--- src/rtl/nn_pkg.sv ---
// Shared types and defaults for the neural-net datapath.
// Holds the collector state encoding and the default word width.
package nn_pkg;

    localparam int DATA_WIDTH = 16;

    typedef enum logic {
        COLLECT,
        HOLD
    } collect_state_t;

endpackage

--- src/rtl/layer_stream_collector.sv ---
// Serial-to-parallel collector: packs `neurons` stream words into one
// frame and presents it on a valid/ready handshake.
module layer_stream_collector
    import nn_pkg::*;
#(
    parameter int dataWidth = DATA_WIDTH,
    parameter int neurons   = 10,
    parameter int cntWidth  = $clog2(neurons + 1)
) (
    input  logic                          clk,
    input  logic                          rst_n,
    input  logic                          in_valid,
    input  logic [dataWidth-1:0]          in_data,
    output logic                          out_valid,
    input  logic                          out_ready,
    output logic [neurons*dataWidth-1:0]  out_data,
    output logic                          frame_err,
    output logic                          overflow
);

    localparam logic [cntWidth-1:0] LAST = cntWidth'(neurons - 1);
    localparam logic [cntWidth-1:0] ONE  = cntWidth'(1);

    collect_state_t                 state, state_d;
    logic [cntWidth-1:0]            cnt, cnt_d;
    logic [neurons*dataWidth-1:0]   frame_q, frame_d;
    logic                           err_q, err_d;
    logic                           ovf_q, ovf_d;
    int                             idx;

    always_ff @(posedge clk or negedge rst_n) begin
        if (!rst_n) begin
            state   <= COLLECT;
            cnt     <= '0;
            frame_q <= '0;
            err_q   <= 1'b0;
            ovf_q   <= 1'b0;
        end else begin
            state   <= state_d;
            cnt     <= cnt_d;
            frame_q <= frame_d;
            err_q   <= err_d;
            ovf_q   <= ovf_d;
        end
    end

    always_comb begin
        state_d = state;
        cnt_d   = cnt;
        frame_d = frame_q;
        err_d   = 1'b0;
        ovf_d   = ovf_q;
        idx     = int'(cnt);
        unique case (state)
            COLLECT: begin
                if (in_valid) begin
                    frame_d[idx*dataWidth +: dataWidth] = in_data;
                    cnt_d = cnt + ONE;
                    if (cnt == LAST) state_d = HOLD;
                end else if (cnt != '0) begin
                    cnt_d = '0;
                    err_d = 1'b1;
                end
            end
            HOLD: begin
                if (out_ready) begin
                    state_d = COLLECT;
                    cnt_d   = '0;
                    // Word arriving on the handshake edge starts the next frame.
                    if (in_valid) begin
                        frame_d[0 +: dataWidth] = in_data;
                        cnt_d = ONE;
                        if (neurons == 1) state_d = HOLD;
                    end
                end else if (in_valid) begin
                    ovf_d = 1'b1;
                end
            end
            default: state_d = COLLECT;
        endcase
    end

    assign out_valid = (state == HOLD);
    assign out_data  = frame_q;
    assign frame_err = err_q;
    assign overflow  = ovf_q;

endmodule

--- config.mk ---
export PLATFORM = sky130hd
export DESIGN_NAME = layer_stream_collector
export DESIGN_NICKNAME = d
export VERILOG_FILES = /design/src/rtl/nn_pkg.sv /design/src/rtl/layer_stream_collector.sv
export SDC_FILE = /design/constraint.sdc
export NUM_CORES = 1
export LEC_CHECK = 0
export ABC_AREA = 1
export CORE_ASPECT_RATIO = 1.75
export CORE_UTILIZATION = 33
export DETAILED_ROUTE_END_ITERATION = 10
export GPL_ROUTABILITY_DRIVEN = 0
export GPL_TIMING_DRIVEN = 1
export MAX_ROUTING_LAYER = met4
export PLACE_DENSITY = 0.61
export REMOVE_ABC_BUFFERS = 1
export SLEW_MARGIN = 5
export SYNTH_ARGS = -nofsm -noshare
export SYNTH_HDL_FRONTEND = slang
export SYNTH_SLANG_ARGS = --single-unit
--- constraint.sdc ---
create_clock -name clk -period 2.2 [get_ports clk]
set_input_delay 0.44 -clock clk [delete_from_list [all_inputs] [get_ports clk]]
set_output_delay 0.44 -clock clk [all_outputs]
set_load 0.1 [all_outputs]
# Word level (Yosys, flattened, before mapping)
# Index checks and enable logic that the tools add are counted.
# word_totals
reg_bits,167
out_inout_bits,163
word_cells,39
# op_classes
add_sub_neg,2
n_eq_ne,5
n_shift,2
n_mux,17
bitwise,2
n_reduce_logical,5
# op_table
operator,n
$bwmux 160,1
$shift 16x33->160 const A,1
$shiftx 16x33->160,1
$mux 16,3
$neg 8->33,1
$pmux 16 s2,1
$mux 4,3
$pmux 4 s2,1
$mux 1,7
$ne 2x2->1 const B,3
$reduce_and 3->1,2
$add 4x1->4 const B,1
$eq 4x4->1 const B,1
$reduce_and 2->1,2
$reduce_bool 4->1,1
$ne 3x3->1 const B,1
$not 1->1,2
$pmux 1 s2,1

# Logic depth before layout (Yosys ltp)
# depth
ltp_word,5
mapped_depth,14
mapped_depth_nobuf,12

# Least setup slack after synthesis
# OpenSTA, ideal clock, no wires.
# synth_timing
path_kind,register to register
startpoint,reg cnt[0]
endpoint,"reg frame_q[10], in the netlist out_data[10]"
setup_time_ns,0.120
t_arrival_ns,2.123
required_ns,2.080
slack_ns,-0.043
stages_incl_launch_ff,14
period_less_slack_ns,2.243
path_cell_list,dfrtp_1 clkinv_1 nand2_1 inv_1 ha_1 inv_1 nand3_1 nor2_4 nand2_1 nand2_2 nand2_4 buf_6 nand2_1 nand2_1
# synth_between
elab_chain_cells,5
word_cells_on_any_way,6
cone_classes,add/sub (1); shift (2); mux (3)
# synth_rtl
item,line,source
"start, declared",layer_stream_collector.sv:25,"logic [cntWidth-1:0] cnt, cnt_d;"
"start signal, assigned",layer_stream_collector.sv:40,cnt <= cnt_d;
$neg 8->33 (*),layer_stream_collector.sv:57,frame_d[idx*dataWidth +: dataWidth] = in_data;
$shiftx 16x33->160 or $shift 16x33->160 (tied branches),layer_stream_collector.sv:57,
$bwmux 160 (*),layer_stream_collector.sv:57,
$mux 16 (*),layer_stream_collector.sv:56,if (in_valid) begin
$pmux 16 s2 (*),layer_stream_collector.sv:54,unique case (state)
"end signal, assigned",layer_stream_collector.sv:41,frame_q <= frame_d;
"end, declared",layer_stream_collector.sv:26,"logic [neurons*dataWidth-1:0] frame_q, frame_d;"
# Mark *: on every way between the ends. The rest lies on a longest branch, timed or not. The select of a mux whose other input is x is not followed.
# A chain may end at the register's enable or synchronous reset.

# Worst setup path after layout
# layout_timing
startpoint,reg cnt[0]
endpoint,"reg frame_q[1], in the netlist out_data[1]"
# The elaborated chain is that of the path after synthesis.

==> results.md <==
- The flow ran to the end, and the final reports show no timing, DRC or antenna violations.
- The later pin in the worst-skew pair is clocked with a latency of approximately 0.44 ns.
- The fraction of synthesized cell area taken by the top area cell type is ~53%.
- The number of nets still failing antenna checks after routing is 0.
- The final-report max-slew violation count is 0.
- The worst setup path is captured at a flop.
- Of the available clock period, the critical path in the final layout requires about 95%.
- The register area is about 4200 sq um.
- The core utilization of the finished layout is ~45%.
- The number of max-cap violations is 0.
- The horizontal die dimension is between 100 and 150 um.
- Setup violations remaining at the end of the flow were counted as 0.
- The biggest area contributor in the post-synthesis netlist is sky130_fd_sc_hd__dfrtp_1.
- The timing-limited maximum frequency is roughly 480 MHz.
- After synthesis, the cell types taking the most area are sky130_fd_sc_hd__dfrtp_1, sky130_fd_sc_hd__nand2_1, sky130_fd_sc_hd__nor2_1.
- The multi-input logic area is roughly 3300 sq um.
- Sequential cells burn 26.2% of the power.
- The worst setup skew after layout is approximately 0.0084 ns.
- At the pin with the least slew margin, the transition time is 0.531 ns.
- The via count of the first global-routing pass came to just over 7000.
- The share of total power dissipated in combinational logic is between 50% and 60%.
- Counting the fill cells in the layout gives 2372.
- The routed length per instance is about 17 um.
- The repair_antennas step left the layout with diodes totalling 0.
- Dividing the detail-routed via count by the number of cells gives between 4 and 5.
- Setup repair after global routing could not meet its margin everywhere.
- The net load switching power is 0.00809 W.
- The synthesized-area fraction occupied by adder cells is 0.640%.
- The pin count of the biggest net entering global routing is 51.
- 183 I/O pins were placed.
- The clock network burns 20.2% of the power.
- The switching power as a share of total power is 53.6%.
- By startpoint and endpoint, the worst setup path is classified as flop to flop.
- The worst IR drop on VDD is about 0.79 mV.
- The total die area is 24400 sq um.
- From synthesis to final layout, the design area changed by 34.1%.
- The synthesized area per cell is 7.89 sq um.
- The clock tree from TritonCTS is done.
- The total via count in the routed design is 7153.
- The root cell of the clock tree is sky130_fd_sc_hd__clkbuf_16.
- The worst hold path belongs to the class flop to flop.
- The quantity of I/O buffers inserted on ports is between 150 and 200.
- The final critical-path required period is about 2.1 ns.
- The portion of netlist area occupied by mux cells is 0%.
- The remaining max-slew budget at the tightest pin is between 60% and 70%.
- The total CTS buffers is 17.
- The areal power density over the cells is between 1000 and 1500 nW/um^2.
- The setup slack after layout is between 0.1 and 0.15 ns.
- The proportion of synthesized chip area in sequential cells is 53.4%.
- For the worst setup path, the data arrival time is roughly 2.5 ns.
- Of the cells placed in the final design, the portion with a size suffix greater than 1 is between 20% and 30%.
- The initial utilization of the core area, before any placement, comes to between 30 and 40%.
- The number of iterations in the first detailed-routing pass is 4.
- The leakage component of the power is between 5 and 6 nW.
- The area share of and/or/nand/nor cells after synthesis is between 30% and 40%.
- The worst setup timing slack at the placement stage is 0.0196 ns.
- After detailed routing, the number of remaining DRC violations is 0.
- The initial antenna violation count is 0.
- The floorplan has 74 rows.
- Counting along the longest clock path gives a buffer depth of 2.
- In this run the worst path has a maximum fanout of 16.
- CTS built an H-tree with a depth of 4.
- The core area is 23300 sq um.
- By area, the combinational part of the netlist is dominated by simple AND/OR/NAND/NOR gates.
- The routed wire length is between 20000 and 30000 um.
- The post-layout total power is 0.0151 W.
- The synthesized netlist devotes 5.37% of its cell area to compound gates.
- The internal power is approximately 0.007 W.
- The number of clock sinks seen by CTS is 167.
- The final-layout setup total negative slack is 0 ns.
- The count of final hold-check violations came to 0.
- The number of violations reported at the end of detailed-routing iteration 0 is about 300.
- The HPWL after detailed placement is between 15000 and 20000 um.
- The final layout contains 1216 nets.
- The post-synthesis sequential element count is 167.
- The clock transition at the registers of the reported paths is ~0.070 ns.
- The number of distinct library cells after synthesis is 29.
- STA classifies the critical path startpoint as a flop.
- STA puts the critical path data required time at between 2 and 3 ns.
- Measured along the y axis, the die boundary spans 206 um.
- The wire length of the first global-routing pass is approximately 40000 um.
- The total overflow reported by the global router is 0.
- The synthesized area is ~7800 sq um.
- The overall track demand over capacity in global routing is between 20 and 25%.
- After Yosys synthesis, XOR and XNOR cells account for 0% of the synthesized area.
- The number of standard cells after synthesis is ~1000.
- The number of warnings printed during yosys synthesis is 0.
[cell usage in the layout (no fill, tap or decap), types with 4 or more instances in the layout]
master / instances
sky130_fd_sc_hd__nand3_1: 42
sky130_fd_sc_hd__nand4_1: 26
sky130_fd_sc_hd__clkbuf_16: 17
sky130_fd_sc_hd__buf_4: 203
sky130_fd_sc_hd__nand3_4: 5
sky130_fd_sc_hd__nand2_1: 392
sky130_fd_sc_hd__nor3_1: 5
sky130_fd_sc_hd__o21ai_0: 48
sky130_fd_sc_hd__buf_12: 9
sky130_fd_sc_hd__clkdlybuf4s50_1: 18
sky130_fd_sc_hd__o21ai_1: 9
sky130_fd_sc_hd__inv_2: 6
sky130_fd_sc_hd__nand2_4: 6
sky130_fd_sc_hd__inv_1: 30
sky130_fd_sc_hd__clkbuf_1: 4
sky130_fd_sc_hd__nor2_4: 8
sky130_fd_sc_hd__nor2_2: 4
sky130_fd_sc_hd__a21oi_1: 24
sky130_fd_sc_hd__nor2_1: 148
sky130_fd_sc_hd__nand2_2: 7
sky130_fd_sc_hd__dfrtp_1: 167
[power groups by stage]
stage | clock network [W] | registers [W] | logic [W]
global route | 0.00322 | 0.00400 | 0.00856
global placement | 0 | 0.00401 | 0.00798
detailed placement | 0 | 0.00400 | 0.00803
floorplan | 0 | 0.00740 | 0.00223
CTS | 0.00310 | 0.00396 | 0.00805
finish | 0.00305 | 0.00395 | 0.00809
[flip-flops by register name, indices dropped and copies added, names as in the netlist]
signal / count
out_data: 160
cnt: 4
frame_err: 1
out_valid: 1
overflow: 1
[logic make-up (layout without fill, tap and decap cells)]
logic type,after synthesis,after routing
flops,167,167
compound gates,83,83
fa+ha+maj,4,4
buf+inv,91,303
simple gates,647,647
[worst paths after layout]
check                                 to         start  slack, ns  cells past startpoint
min in group asynchronous   out_data[24]         rst_n       0.50                      2
max in group asynchronous  out_data[111]         rst_n       0.92                      3
min reg2reg                 out_data[21]  out_data[21]       0.47                      2
max                          out_data[1]        cnt[0]       0.11                     11
min                         out_data[21]  out_data[21]       0.47                      2
max reg2reg                  out_data[1]        cnt[0]       0.11                     11
[critical path: stages, from the launching register on]
cell,delay (ns)
sky130_fd_sc_hd__dfrtp_1,0.36
sky130_fd_sc_hd__clkinv_1,0.10
sky130_fd_sc_hd__buf_4,0.18
sky130_fd_sc_hd__ha_2,0.30
sky130_fd_sc_hd__inv_2,0.26
sky130_fd_sc_hd__nand3_1,0.18
sky130_fd_sc_hd__nor2_4,0.12
sky130_fd_sc_hd__buf_4,0.22
sky130_fd_sc_hd__nand3_1,0.10
sky130_fd_sc_hd__nand2_1,0.08
sky130_fd_sc_hd__nand3_1,0.06
sky130_fd_sc_hd__nand2_1,0.07
[cell type report]
type	count	share of cell area (%)
Clock buffer	23	4.46
Clock inverter	8	1.16
Inverter	38	1.36
Multi-Input combinational cell	734	31.2
Sequential cell	167	39.8
Tap cell	304	3.63
Timing Repair Buffer	234	18.4
[synthesized netlist by cell type (all sizes together)]
cell type    n
clkbuf      16
clkinv       2
buf         37
nand4       26
nor3         5
ha           4
inv         36
dfrtp      167
o211ai       1
o21ai       57
o21bai       1
or2          1
nand2      405
nor2       162
nand3       48
a21oi       24
[routing by layer]
| metal | GRT usage, % | wire length [um] | vias to the layer above |
|---|---|---|---|
| met5 | - | 0 | - |
| met4 | 11.1 | 1020 | 0 |
| met3 | 3.66 | 1060 | 53 |
| met2 | 38.8 | 13700 | 217 |
| met1 | 24.8 | 9920 | 3363 |
| li1 | - | - | 3520 |
[per-stage QoR]
stage	hold slack [ns]	cells	area (sq um)
after floorplan	0.144	939	7550
after global placement	0.377	1475	9820
after detailed placement	0.380	1475	9820
after CTS	0.477	1507	10400
after global routing	0.482	1508	10500
final	0.470	1508	10500
[what timing repair did]
action	in CTS	in global routing
cloned	0	0
hold endpoints to repair	35	0
setup buffers	0	1
pin swaps	0	3
setup endpoints to repair	1	105
gates resized for setup	1	11
hold buffers	1	0
Note: power is estimated with default switching activity, not from simulation.
